<file path="config.mk">
export PLATFORM = sky130hd
export DESIGN_NAME = vc_input_buffer_param
export DESIGN_NICKNAME = d
export VERILOG_FILES = /design/src/rtl/noc_pkg.sv /design/src/rtl/vc_fifo.sv /design/src/rtl/vc_input_buffer_param.sv
export SDC_FILE = /design/constraint.sdc
export NUM_CORES = 1
export LEC_CHECK = 0
export ABC_AREA = 1
export CAP_MARGIN = 40
export CORE_MARGIN = 5
export CORE_UTILIZATION = 57
export DETAILED_ROUTE_END_ITERATION = 7
export DONT_BUFFER_PORTS = 1
export PLACE_DENSITY = 0.79
export SLEW_MARGIN = 20
export SYNTH_ARGS = -nofsm -noshare
export SYNTH_HDL_FRONTEND = slang
export SYNTH_SLANG_ARGS = --single-unit
</file>
<file path="constraint.sdc">
create_clock -name clk -period 3.69 [get_ports clk]
set_input_delay 0.369 -clock clk [delete_from_list [all_inputs] [get_ports clk]]
set_output_delay 0.369 -clock clk [all_outputs]
set_load 0.02 [all_outputs]
</file>
<file path="src/rtl/noc_pkg.sv">
// Shared NoC definitions: flit-type encoding, header field positions and the
// per-VC packet state encoding used by the router input stage.
package noc_pkg;

  localparam int unsigned FLIT_TYPE_LSB = 55;
  localparam int unsigned FLIT_TYPE_W   = 3;

  localparam logic [FLIT_TYPE_W-1:0] FLIT_HEAD     = 3'b000;
  localparam logic [FLIT_TYPE_W-1:0] FLIT_BODY     = 3'b001;
  localparam logic [FLIT_TYPE_W-1:0] FLIT_TAIL     = 3'b010;
  localparam logic [FLIT_TYPE_W-1:0] FLIT_HEADTAIL = 3'b011;

  localparam int unsigned PKT_ID_LSB = 48;
  localparam int unsigned PKT_ID_MSB = 54;

  typedef enum logic [1:0] {
    VcIdle,
    VcWaitVa,
    VcActive
  } vc_state_e;

  // A packet ends on either a TAIL or a single-flit HEADTAIL.
  function automatic logic is_last_flit(input logic [FLIT_TYPE_W-1:0] flit_type);
    return (flit_type == FLIT_TAIL) || (flit_type == FLIT_HEADTAIL);
  endfunction

endpackage

</file>
<file path="src/rtl/vc_fifo.sv">
// Circular per-VC flit FIFO with head/tail pointers, occupancy count and a
// fall-through head output. DEPTH need not be a power of two.
module vc_fifo #(
  parameter int unsigned W     = 64,
  parameter int unsigned DEPTH = 4
) (
  input  logic         clk,
  input  logic         rst,
  input  logic         wr_en,
  input  logic [W-1:0] wr_data,
  input  logic         rd_en,
  output logic [W-1:0] head,
  output logic         full,
  output logic         empty
);

  localparam int unsigned PTR_W = (DEPTH > 1) ? $clog2(DEPTH) : 1;
  localparam int unsigned CNT_W = $clog2(DEPTH + 1);

  logic [W-1:0]     mem [DEPTH];
  logic [PTR_W-1:0] head_q;
  logic [PTR_W-1:0] tail_q;
  logic [CNT_W-1:0] count_q;
  logic             wr_ok;
  logic             rd_ok;

  function automatic logic [PTR_W-1:0] ptr_inc(input logic [PTR_W-1:0] p);
    return (p == PTR_W'(DEPTH - 1)) ? '0 : p + 1'b1;
  endfunction

  assign full  = (count_q == CNT_W'(DEPTH));
  assign empty = (count_q == '0);
  assign wr_ok = wr_en && !full;
  assign rd_ok = rd_en && !empty;
  assign head  = mem[head_q];

  always_ff @(posedge clk) begin
    if (wr_ok) begin
      mem[tail_q] <= wr_data;
    end
  end

  always_ff @(posedge clk or posedge rst) begin
    if (rst) begin
      head_q  <= '0;
      tail_q  <= '0;
      count_q <= '0;
    end else begin
      if (wr_ok) begin
        tail_q <= ptr_inc(tail_q);
      end
      if (rd_ok) begin
        head_q <= ptr_inc(head_q);
      end
      case ({wr_ok, rd_ok})
        2'b10:   count_q <= count_q + 1'b1;
        2'b01:   count_q <= count_q - 1'b1;
        default: count_q <= count_q;
      endcase
    end
  end

endmodule

</file>
<file path="src/rtl/vc_input_buffer_param.sv">
// Router input-port buffer: NUM_VC circular FIFOs with per-VC packet FSMs,
// round-robin selection toward RC/VA and SA, credit return and overflow flag.
module vc_input_buffer_param
  import noc_pkg::*;
#(
  parameter int unsigned FLIT_W   = 64,
  parameter int unsigned NUM_VC   = 2,
  parameter int unsigned DEPTH    = 4,
  parameter int unsigned TYPE_LSB = FLIT_TYPE_LSB,
  localparam int unsigned VC_W    = $clog2(NUM_VC)
) (
  input  logic              clk,
  input  logic              rst,
  input  logic [FLIT_W-1:0] in_flit,
  input  logic              in_valid,
  input  logic [VC_W-1:0]   in_vc,
  output logic [NUM_VC-1:0] vc_ready,
  input  logic [NUM_VC-1:0] va_grant,
  output logic [FLIT_W-1:0] rc_flit,
  output logic              rc_valid,
  output logic [VC_W-1:0]   rc_vc,
  output logic              sa_request,
  input  logic              sa_grant,
  output logic [FLIT_W-1:0] sa_flit,
  output logic [VC_W-1:0]   sa_vc,
  output logic              sa_valid,
  output logic              credit_valid,
  output logic [VC_W-1:0]   credit_vc,
  output logic              overflow_err
);

  vc_state_e         state_q [NUM_VC];
  logic [VC_W-1:0]   rc_ptr_q;
  logic [VC_W-1:0]   sa_ptr_q;
  logic              credit_valid_q;
  logic [VC_W-1:0]   credit_vc_q;
  logic              overflow_q;

  logic [FLIT_W-1:0] head_flit [NUM_VC];
  logic [NUM_VC-1:0] full;
  logic [NUM_VC-1:0] empty;
  logic [NUM_VC-1:0] wr_en;
  logic [NUM_VC-1:0] rd_en;
  logic [NUM_VC-1:0] wait_va;
  logic [NUM_VC-1:0] sa_cand;
  logic [NUM_VC-1:0] va_acc;

  logic              vc_ok;
  logic              hit_full;
  logic              ovf_set;
  logic              deq;
  logic              sa_last;
  logic              rc_found;
  logic [VC_W-1:0]   rc_sel;
  logic              sa_found;
  logic [VC_W-1:0]   sa_sel;
  logic [VC_W-1:0]   rc_idx;
  logic [VC_W-1:0]   sa_idx;
  logic [VC_W-1:0]   va_low;

  assign vc_ok = (32'(in_vc) < NUM_VC);
  assign deq   = sa_grant && sa_found;

  for (genvar v = 0; v < NUM_VC; v++) begin : g_vc
    assign wr_en[v]    = in_valid && vc_ok && (in_vc == VC_W'(v)) && !full[v];
    assign rd_en[v]    = deq && (sa_sel == VC_W'(v));
    assign wait_va[v]  = (state_q[v] == VcWaitVa);
    assign sa_cand[v]  = (state_q[v] == VcActive) && !empty[v];
    assign va_acc[v]   = va_grant[v] && wait_va[v];
    assign vc_ready[v] = !full[v];

    vc_fifo #(
      .W     (FLIT_W),
      .DEPTH (DEPTH)
    ) u_fifo (
      .clk     (clk),
      .rst     (rst),
      .wr_en   (wr_en[v]),
      .wr_data (in_flit),
      .rd_en   (rd_en[v]),
      .head    (head_flit[v]),
      .full    (full[v]),
      .empty   (empty[v])
    );
  end

  always_comb begin
    hit_full = 1'b0;
    for (int unsigned v = 0; v < NUM_VC; v++) begin
      if (in_vc == VC_W'(v)) begin
        hit_full = full[v];
      end
    end
    ovf_set = in_valid && (!vc_ok || hit_full);
  end

  // Round-robin: scan from the pointer and take the first eligible VC.
  always_comb begin
    rc_found = 1'b0;
    rc_sel   = '0;
    rc_idx   = '0;
    sa_found = 1'b0;
    sa_sel   = '0;
    sa_idx   = '0;
    for (int unsigned i = 0; i < NUM_VC; i++) begin
      rc_idx = VC_W'((32'(rc_ptr_q) + i) % NUM_VC);
      if (!rc_found && wait_va[rc_idx]) begin
        rc_found = 1'b1;
        rc_sel   = rc_idx;
      end
      sa_idx = VC_W'((32'(sa_ptr_q) + i) % NUM_VC);
      if (!sa_found && sa_cand[sa_idx]) begin
        sa_found = 1'b1;
        sa_sel   = sa_idx;
      end
    end
  end

  // Multiple simultaneous grants: the pointer follows the lowest one.
  always_comb begin
    va_low = '0;
    for (int i = NUM_VC - 1; i >= 0; i--) begin
      if (va_acc[i]) begin
        va_low = VC_W'(i);
      end
    end
  end

  assign rc_valid   = rc_found;
  assign rc_vc      = rc_found ? rc_sel : '0;
  assign rc_flit    = rc_found ? head_flit[rc_sel] : '0;
  assign sa_request = sa_found;
  assign sa_valid   = sa_found;
  assign sa_vc      = sa_found ? sa_sel : '0;
  assign sa_flit    = sa_found ? head_flit[sa_sel] : '0;
  assign sa_last    = is_last_flit(sa_flit[TYPE_LSB +: FLIT_TYPE_W]);

  always_ff @(posedge clk or posedge rst) begin
    if (rst) begin
      for (int unsigned v = 0; v < NUM_VC; v++) begin
        state_q[v] <= VcIdle;
      end
      rc_ptr_q       <= '0;
      sa_ptr_q       <= '0;
      credit_valid_q <= 1'b0;
      credit_vc_q    <= '0;
      overflow_q     <= 1'b0;
    end else begin
      for (int unsigned v = 0; v < NUM_VC; v++) begin
        case (state_q[v])
          // A flit written this cycle already makes the VC non-empty.
          VcIdle:   if (!empty[v] || wr_en[v]) state_q[v] <= VcWaitVa;
          VcWaitVa: if (va_grant[v]) state_q[v] <= VcActive;
          VcActive: if (rd_en[v] && sa_last) state_q[v] <= VcIdle;
          default:  state_q[v] <= VcIdle;
        endcase
      end
      if (|va_acc) begin
        rc_ptr_q <= (va_low == VC_W'(NUM_VC - 1)) ? '0 : va_low + 1'b1;
      end
      if (deq) begin
        sa_ptr_q <= (sa_sel == VC_W'(NUM_VC - 1)) ? '0 : sa_sel + 1'b1;
      end
      credit_valid_q <= deq;
      credit_vc_q    <= deq ? sa_sel : '0;
      overflow_q     <= overflow_q || ovf_set;
    end
  end

  assign credit_valid = credit_valid_q;
  assign credit_vc    = credit_vc_q;
  assign overflow_err = overflow_q;

endmodule

</file>
==> results of run 1 <==
## flip-flops by register name (all words and copies together), names as in the netlist
name	count
g_vc.u_fifo.mem	512
g_vc.u_fifo.count_q	6
g_vc.u_fifo.head_q	4
g_vc.u_fifo.tail_q	4
state_q	4
credit_valid	1
credit_vc	1
overflow_err	1
rc_ptr_q	1
sa_ptr_q	1
## per-layer routing
metal / vias up / routed length [um] / global-route usage
met5: - / 7 / 0
met4: 2 / 1500 / 0.0865
met3: 115 / 4510 / 0.0453
met2: 765 / 28200 / 0.445
met1: 7325 / 21500 / 0.341
li1: 6784 / - / -
## critical path, delay by kind of cell (launching register included)
| kind | cells | cell delay, ns |
|---|---|---|
| buffers and inverters | 2 | 0.98 |
| flip-flops | 1 | 0.71 |
| AND/OR/NAND/NOR | 3 | 0.48 |
| AO/OA/AOI/OAI | 1 | 0.31 |
## path summary, 6_finish.rpt
kind	slack, ns	endpoint
max	0.23	rc_flit[37]
max reg2reg	0.90	g_vc[1].u_fifo.count_q[2]
min	0.07	overflow_err
min in group asynchronous	0.20	state_q[3]
min reg2reg	0.52	g_vc[0].u_fifo.count_q[0]
max in group asynchronous	3.04	g_vc[0].u_fifo.head_q[0]
## cell families (layout without fill, tap and decap cells)
group	after synthesis	after routing
AND/OR/NAND/NOR	587	587
adder cells (fa/ha/maj)	14	14
buffers and inverters	170	307
XOR/XNOR	4	4
AO/OA/AOI/OAI	521	521
flip-flops	535	535
other	0	5
## layout by cell type, fill, tap and decap left out, types with 5 or more instances in the layout
cell / instances
diode_2: 5
o21ai_1: 53
dlygate4sd3_1: 68
clkinv_1: 8
buf_4: 86
o21ai_0: 332
a21oi_1: 6
nor2_1: 504
ha_1: 12
clkinvlp_4: 5
o22ai_1: 124
clkbuf_16: 53
edfxtp_1: 512
inv_1: 36
bufinv_16: 8
nand2_1: 49
clkinv_2: 12
buf_12: 10
nor2_4: 9
dfrtp_1: 19
nand3_1: 16
inv_2: 6
clkbuf_1: 6
## area by class of cell
| cell class | count | share of cell area |
|---|---|---|
| tap | 518 | 0.0255 |
| multi-input combinational | 1126 | 0.210 |
| sequential | 535 | 0.627 |
| clock inverter | 33 | 0.0144 |
| timing repair buffer | 166 | 0.0610 |
| clock buffer | 63 | 0.0551 |
| antenna | 5 | 0.000491 |
| inverter | 45 | 0.00693 |
## Yosys cell counts, types with 4 or more instances
cell type / instances / area share
clkbuf_1: 58 / 0.0099
buf_6: 6 / 0.0031
a21oi_1: 6 / 0.0014
dfrtp_1: 23 / 0.026
nand2_1: 51 / 0.0087
buf_4: 15 / 0.0051
buf_2: 42 / 0.0095
o21ai_0: 332 / 0.075
inv_2: 5 / 0.00085
nand3_1: 16 / 0.0036
clkbuf_2: 4 / 0.00091
o22ai_1: 124 / 0.035
nor2_1: 512 / 0.087
nor2_2: 4 / 0.0011
edfxtp_1: 512 / 0.70
o21ai_1: 53 / 0.012
inv_1: 39 / 0.0066
ha_1: 12 / 0.0068
## per-stage QoR
stage,setup WS (ns),power (mW)
finish,0.230,22.8
global route,0.0127,24.0
CTS,0.181,22.9
detailed placement,0.821,17.3
global placement,0.865,17.0
floorplan,-0.531,14.5
## power breakdown
part / leakage [nW] / internal, mW / switching [mW]
Clock: 0.862 / 3.26 / 2.18
Combinational: 2.94 / 2.54 / 7.07
Sequential: 4.91 / 7.37 / 0.365
Total: 8.71 / 13.2 / 9.61
## timing repair
action                                  4_1_cts  5_1_grt
endpoints found under the setup margin        0        3
endpoints found under the hold margin       541        0
resized for setup                             0        1
hold buffers                                 68        0
==> impl_metrics.tcl, run 1 <==
set metrics [dict create \
    outcome "complete, no violations" \
    antenna_found_initial 6 \
    die_y_um 207 \
    tns_ns 0 \
    synth-adder-area-share 0.00864 \
    grt_pass1_wl_mm 84.6 \
    drt-total-wl_mm 55.7 \
    synth_top_family_by_area "compound AO/OA/AOI/OAI gates" \
    fin_util 0.662 \
    setup_viol 0 \
    cts_buffer_depth 3 \
    synth-xor-area-share 0.00159 \
    synth_nets 1916 \
    die_x_um 207 \
    ir_drop_uv 701 \
    grt_overflow 0 \
    register_area_mm2 0.0160 \
    hold_viol_final 0 \
    wl_per_cell_um 22.4 \
    cts_tree "built" \
    avgSynthCellArea_um2 12.0 \
    drc 0 \
    min_path_cells 2 \
    synth_edf_count 512 \
    multiInputGateArea_mm2 0.00534 \
    grt_use_total 0.260 \
    synthDistinctLibCells 32 \
    dieArea_mm2 0.0427 \
    netlist_instances 1831 \
    h-tree-depth 2 \
    synth_compound_area_frac 0.127 \
    p_leak_nw 8.71 \
    cp_slowest_cell "dfrtp_4" \
    timing_worst_setup_path_type "flop to output port" \
    design_area_mm2 0.0255 \
    drv_cap 0 \
    cpMostUsedCell "nor2_1" \
    synth_ff_type "edfxtp_1" \
    worst_pin_slew_ns 0.886 \
    hp-start "in_vc" \
    r2r-start "g_vc[0].u_fifo.count_q[0]" \
    gp_congestion 0.799 \
    cp-startpoint "g_vc[0].u_fifo.head_q[0]" \
    netlist_area_mm2 0.0220 \
    drt_iter0_drc 1409 \
    synth-seq-area-share 0.724 \
    ant_nets 0 \
    grt_pass1_vias 14868 \
    drive_above_1_share 0.108 \
    crit_required_ns 3.32 \
    report.final.slew_viol_count 0 \
    maxSlewHeadroom 0.409 \
    power_density_mw_per_mm2 895 \
    yosys_warnings 0 \
    path_clk_slew_ns 0.06 \
    grt_start_max_net_pins 71 \
    place_area_mm2 0.0230 \
    nets 2011 \
    ys_seq_elements 535 \
    crit_arrival_ns 3.09 \
    io_buffers 0 \
    start_kind "flop" \
    coreArea_mm2 0.0385 \
    io_pins 209 \
    post-route-min-period_ns 3.46 \
    cts-root-buf "clkbuf_16" \
    clk_latency_ns 0.58 \
    start_util 0.573 \
    vias 14991 \
    rsz0062_at_grt "false" \
    numCtsBuffers 52 \
    viasPerCell 6.02 \
    dp_cells 2322 \
    path_cells "inv_4 -> buf_4 -> nor2_1 -> o22ai_1 -> nor2_1 -> nor2_1" \
    synth.area.mux_share 0 \
    hpwlAfterDp_mm 31.7 \
    worst_clock_skew_ns 0.0180 \
    yosys.area_share.simple 0.102 \
    r2r.worst_path.cells 12 \
    clock-sinks 535 \
    final_cell_count_no_fill 2491 \
    endpoint_kind "output port" \
    critPathMaxFanout 66 \
    async_reset_ff_frac 0.0430 \
    fmax_mhz 289 \
    holdWs_ns 0.0651 \
    postCtsSetupBuffers 0 \
    cpPeakStageDelay_ns 0.71 \
    drt-pass1-iter-count 7 \
    area_growth_pct 15.6 \
    n_fill_cell 2685 \
    finalCritPeriodShare 0.938 \
    worstHoldPathType "primary input to flop" \
    num_rows 72 \
]
No activity file was read; power rests on OpenSTA's default activity.
==> run 2: changes to the inputs <==
CORE_UTILIZATION = 63   (was 57)
PLACE_DENSITY = 0.83   (was 0.79)
clock period = 3.2 ns   (was 3.69 ns; I/O delays follow)
==> run 2 against run 1 <==
  * Sequential power grew 17%
  * Cell area grew 1.7%
  * Highest routed layer unchanged
  * Clock skew up 0.00099 ns
  * Register-to-register slack got worse by 0.48 ns
==> impl_metrics.tcl, run 2 (synthesized netlist as in run 1, its figures left out) <==
set metrics [dict create \
    area_growth_pct 17.6 \
    min_path_cells 2 \
    cts-root-buf "clkbuf_16" \
    setup_viol 0 \
    grt_pass1_wl_mm 87.9 \
    worstHoldPathType "primary input to flop" \
    die_y_um 197 \
    grt_overflow 0 \
    numCtsBuffers 50 \
    grt_start_max_net_pins 97 \
    post-route-min-period_ns 3.05 \
    drive_above_1_share 0.134 \
    maxSlewHeadroom 0.558 \
    fin_total_pwr_mw 27.4 \
    reg.largest.list "g_vc.u_fifo.mem (512), g_vc.u_fifo.count_q (6)" \
    largest_register "g_vc.u_fifo.mem" \
    power_density_mw_per_mm2 1060 \
    tns_ns 0 \
    drc 0 \
    r2r-start "g_vc[1].u_fifo.count_q[0]" \
    r2r-end "g_vc[1].u_fifo.count_q[2]" \
    layout_common_cells "edfxtp_1 (512), nor2_1 (504), o21ai_0 (332), buf_4 (150), o22ai_1 (124)" \
    vias 15793 \
    die_x_um 197 \
    drv_cap 0 \
    h-tree-depth 2 \
    cts_tree "built" \
    rrSetupSlack_ns 0.42 \
    num_rows 68 \
    drt-pass1-iter-count 6 \
    rsz0062_at_grt "false" \
    clk_latency_ns 0.55 \
    ant_nets 0 \
    endpoint_kind "output port" \
    worst_pin_slew_ns 0.661 \
    io_buffers 0 \
    holdPathEnd "overflow_err" \
    outcome "complete, no violations" \
    gp_congestion 0.837 \
    coreArea_mm2 0.0345 \
    dp_cells 2335 \
    timing_worst_setup_path_type "flop to output port" \
    mostFrequentLayoutCell "edfxtp_1" \
    antenna_found_initial 6 \
    start_util 0.638 \
    start_kind "flop" \
    cts_buffer_depth 3 \
    p_leak_nw 9.03 \
    nets 2085 \
    n_fill_cell 1989 \
    grt_pass1_vias 15858 \
    crit_arrival_ns 2.73 \
    path_clk_slew_ns 0.06 \
    final_cell_count_no_fill 2500 \
    drt_iter0_drc 1866 \
    largest_reg_flops 512 \
    hp-start "in_vc" \
    clock-sinks 535 \
    critPathMaxFanout 21 \
    fmax_mhz 328 \
    finalCritPeriodShare 0.952 \
    wl_per_cell_um 23.1 \
    worst_clock_skew_ns 0.0190 \
    crit_required_ns 2.88 \
    drt-total-wl_mm 57.9 \
    hpwlAfterDp_mm 33.2 \
    report.final.slew_viol_count 0 \
    r2r.worst_path.cells 11 \
    dieArea_mm2 0.0388 \
    io_pins 209 \
    ir_drop_uv 713 \
    viasPerCell 6.32 \
    grt_use_total 0.292 \
    fin_util 0.750 \
    hold_viol_final 0 \
]
[run 2: through the flow]
stage | setup slack, ns | hold WS, ns | instance area, um^2
after CTS | 0.0971 | 0.0116 | 25900
final | 0.155 | 0.0310 | 25900
after floorplan | -1.02 | 0.322 | 22000
after global placement | 0.654 | 0.419 | 23600
after global routing | 0.00909 | 0.0119 | 25900
after detailed placement | 0.588 | 0.225 | 23600
[run 2: cell type report]
cell class                      count  area, um^2  area share
Multi-Input combinational cell   1126        5340       0.206
Inverter                           45         179     0.00691
Clock inverter                     24         216     0.00836
Tap cell                          455         569      0.0220
Timing Repair Buffer              242        2280      0.0879
Sequential cell                   535       16000       0.616
Antenna cell                        6        15.0    0.000580
Clock buffer                       67        1350      0.0520
[run 2: worst max path at each step]
stage / from / endpoint / slack [ns] / cells after the start
6_report: state_q[0] / rc_flit[2] / 0.15 / 8
5_1_grt: g_vc[0].u_fifo.head_q[0] / sa_flit[15] / 0.009 / 7
4_1_cts: state_q[0] / sa_flit[56] / 0.1 / 8
3_5_place_dp: g_vc[1].u_fifo.count_q[0] / g_vc[1].u_fifo.count_q[2] / 0.59 / 11
3_3_place_gp: g_vc[1].u_fifo.count_q[0] / g_vc[1].u_fifo.count_q[2] / 0.65 / 11
2_1_floorplan: g_vc[0].u_fifo.count_q[0] / g_vc[0].u_fifo.mem[0][0] / -1.02 / 6
[run 2: repair_timing]
| item | in CTS | in global routing |
|---|---|---|
| hold endpoints to repair | 541 | 0 |
| hold buffers | 68 | 0 |
| setup endpoints to repair | 0 | 16 |
| gates resized for setup | 0 | 4 |
| buffers inserted | 0 | 0 |
[run 2: power breakdown]
group	switching [mW]	internal (mW)	leakage [nW]
sequential	0.513	8.49	4.91
combinational	8.62	4.06	3.36
clock	2.40	3.27	0.758
[run 2: critical path: stages (launching register included)]
cell     delay [ns]
dfrtp_1        0.38
inv_1          0.06
nor2_1         0.29
inv_1          0.10
nand2_2        0.44
buf_4          0.35
o21ai_0        0.13
nor2_1         0.22
buf_4          0.19
[run 2: per-layer routing]
layer,track usage,vias to the layer above,share of wire
li1,-,6938,-
met1,0.372,7608,0.36
met2,0.492,1028,0.50
met3,0.0564,217,0.10
met4,0.134,2,0.043
met5,0,-,0.00012
==> run 3: changes to the inputs <==
CORE_UTILIZATION = 60   (was 63)
PLACE_DENSITY = 0.8   (was 0.83)
clock period = 2.9 ns   (was 3.2 ns; I/O delays follow)
==> run 3 against run 2 <==
  * Non-clock buffer count shrank 51
  * Core utilization shrank 4.1 points
  * First-iteration DRC count shrank 18%
  * Worst hold slack gained 0.014 ns
  * Combinational power grew 6%
  * Total power grew 8.8%
  * Critical path depth shrank 3
  * Largest power group unchanged
==> impl_metrics.tcl, run 3 (synthesized netlist as in run 1, its figures left out) <==
set metrics [dict create \
    die_x_um 202 \
    finalCritPeriodShare 0.973 \
    start_kind "flop" \
    fin_total_pwr_mw 29.8 \
    area_growth_pct 17.2 \
    antenna_found_initial 0 \
    design_area_mm2 0.0258 \
    viasPerCell 6.21 \
    nets 2035 \
    layout_common_cells "edfxtp_1 (512), nor2_1 (481), o21ai_0 (332), o22ai_1 (118), buf_4 (91)" \
    clk_latency_ns 0.59 \
    endpoint_kind "output port" \
    grt_pass1_vias 15039 \
    maxSlewHeadroom 0.633 \
    hpwlAfterDp_mm 31.5 \
    crit_required_ns 2.61 \
    setup_viol 0 \
    hold_viol_final 0 \
    largest_reg_flops 512 \
    ant_nets 0 \
    cts_tree "built" \
    grt_start_max_net_pins 131 \
    io_pins 209 \
    io_buffers 0 \
    worst_pin_slew_ns 0.551 \
    critPathMaxFanout 130 \
    start_util 0.604 \
    reg.largest.list "g_vc.u_fifo.mem (512), g_vc.u_fifo.count_q (6)" \
    ir_drop_uv 939 \
    path_clk_slew_ns 0.06 \
    worst_clock_skew_ns 0.0166 \
    gp_congestion 0.796 \
    drt-total-wl_mm 57.0 \
    clock-sinks 535 \
    largest_register "g_vc.u_fifo.mem" \
    worstHoldPathType "primary input to flop" \
    drt-pass1-iter-count 7 \
    die_y_um 202 \
    vias 15266 \
    crit_arrival_ns 2.53 \
    num_rows 70 \
    grt_pass1_wl_mm 85.8 \
    power_density_mw_per_mm2 1150 \
    outcome "complete, no violations" \
    drive_above_1_share 0.130 \
    mostFrequentLayoutCell "edfxtp_1" \
    timing_worst_setup_path_type "flop to output port" \
    post-route-min-period_ns 2.82 \
    postCtsSetupBuffers 0 \
    drt_iter0_drc 1536 \
    wl_per_cell_um 23.2 \
    p_leak_nw 8.88 \
    dieArea_mm2 0.0406 \
    grt_overflow 0 \
    drv_cap 0 \
    report.final.slew_viol_count 0 \
    h-tree-depth 2 \
    cts-root-buf "clkbuf_16" \
    numCtsBuffers 51 \
    grt_use_total 0.270 \
    fmax_mhz 355 \
    place_area_mm2 0.0233 \
    coreArea_mm2 0.0364 \
    drc 0 \
    cts_buffer_depth 3 \
]
## run 3: cell count changes in the layout (fill, tap and decap cells not counted), moves of 3 or more
cell | previous run | this run
clkinv_2 | 7 | 12
nor2_1 | 504 | 481
o22ai_2 | 0 | 6
o22ai_1 | 124 | 118
clkbuf_1 | 15 | 6
nor2_2 | 4 | 27
clkbuf_16 | 51 | 54
diode_2 | 6 | 1
buf_4 | 150 | 91
## run 3: area by class of cell
class / instances / area, um^2
Tap cell: 468 / 586
Clock inverter: 32 / 307
Multi-Input combinational cell: 1126 / 5430
Sequential cell: 535 / 16000
Fill cell: 2354 / 10600
Timing Repair Buffer: 191 / 1970
Inverter: 45 / 184
Antenna cell: 1 / 2.50
Clock buffer: 61 / 1380
## run 3: worst max-delay path, stage by stage (launching register included)
cell	delay, ns
dfrtp_4	0.44
buf_12	0.44
o21ai_0	0.22
o22ai_1	0.39
nor2_1	0.07
nor2_1	0.35
## run 3: what timing repair did
item	in CTS	in global routing
gates cloned	0	1
hold buffers	70	0
gates resized for setup	20	20
setup endpoints to repair	68	66
endpoints found under the hold margin	543	0
pin swaps	0	0
## run 3: power by group
group	internal, mW	switching, mW
sequential	9.37	0.356
combinational	3.85	9.50
clock	3.90	2.78
## run 3: worst paths after layout
kind / start / endpoint / slack (ns) / depth (start not counted)
hold / removal: in_valid / g_vc[0].u_fifo.tail_q[1] / 0.04 / 4
hold reg to reg: g_vc[0].u_fifo.count_q[0] / g_vc[0].u_fifo.count_q[0] / 0.50 / 1
setup reg to reg: g_vc[1].u_fifo.count_q[0] / g_vc[1].u_fifo.count_q[2] / 0.21 / 11
setup / recovery: g_vc[0].u_fifo.head_q[0] / rc_flit[41] / 0.08 / 5
max in group asynchronous: rst / g_vc[1].u_fifo.head_q[0] / 2.31 / 3
min in group asynchronous: rst / state_q[3] / 0.14 / 2
## run 3: per-layer routing
metal | track usage | wire (um)
met3 | 0.0393 | 4710
met1 | 0.357 | 21900
met2 | 0.471 | 28800
met4 | 0.0806 | 1500
met5 | 0 | 0
## run 3: per-stage QoR
step / cells / setup slack [ns] / hold slack (ns) / utilization / TNS, ns
global route: 2458 / -0.00442 / 0.0652 / 0.709 / -0.00442
floorplan: 1831 / -0.282 / 0.292 / - / -142.58
finish: 2459 / 0.0796 / 0.0447 / 0.709 / 0
global placement: 2293 / 0.296 / 0.389 / 0.638 / 0
detailed placement: 2294 / 0.260 / 0.176 / 0.639 / 0
CTS: 2457 / 0.00874 / 0.00744 / 0.706 / 0
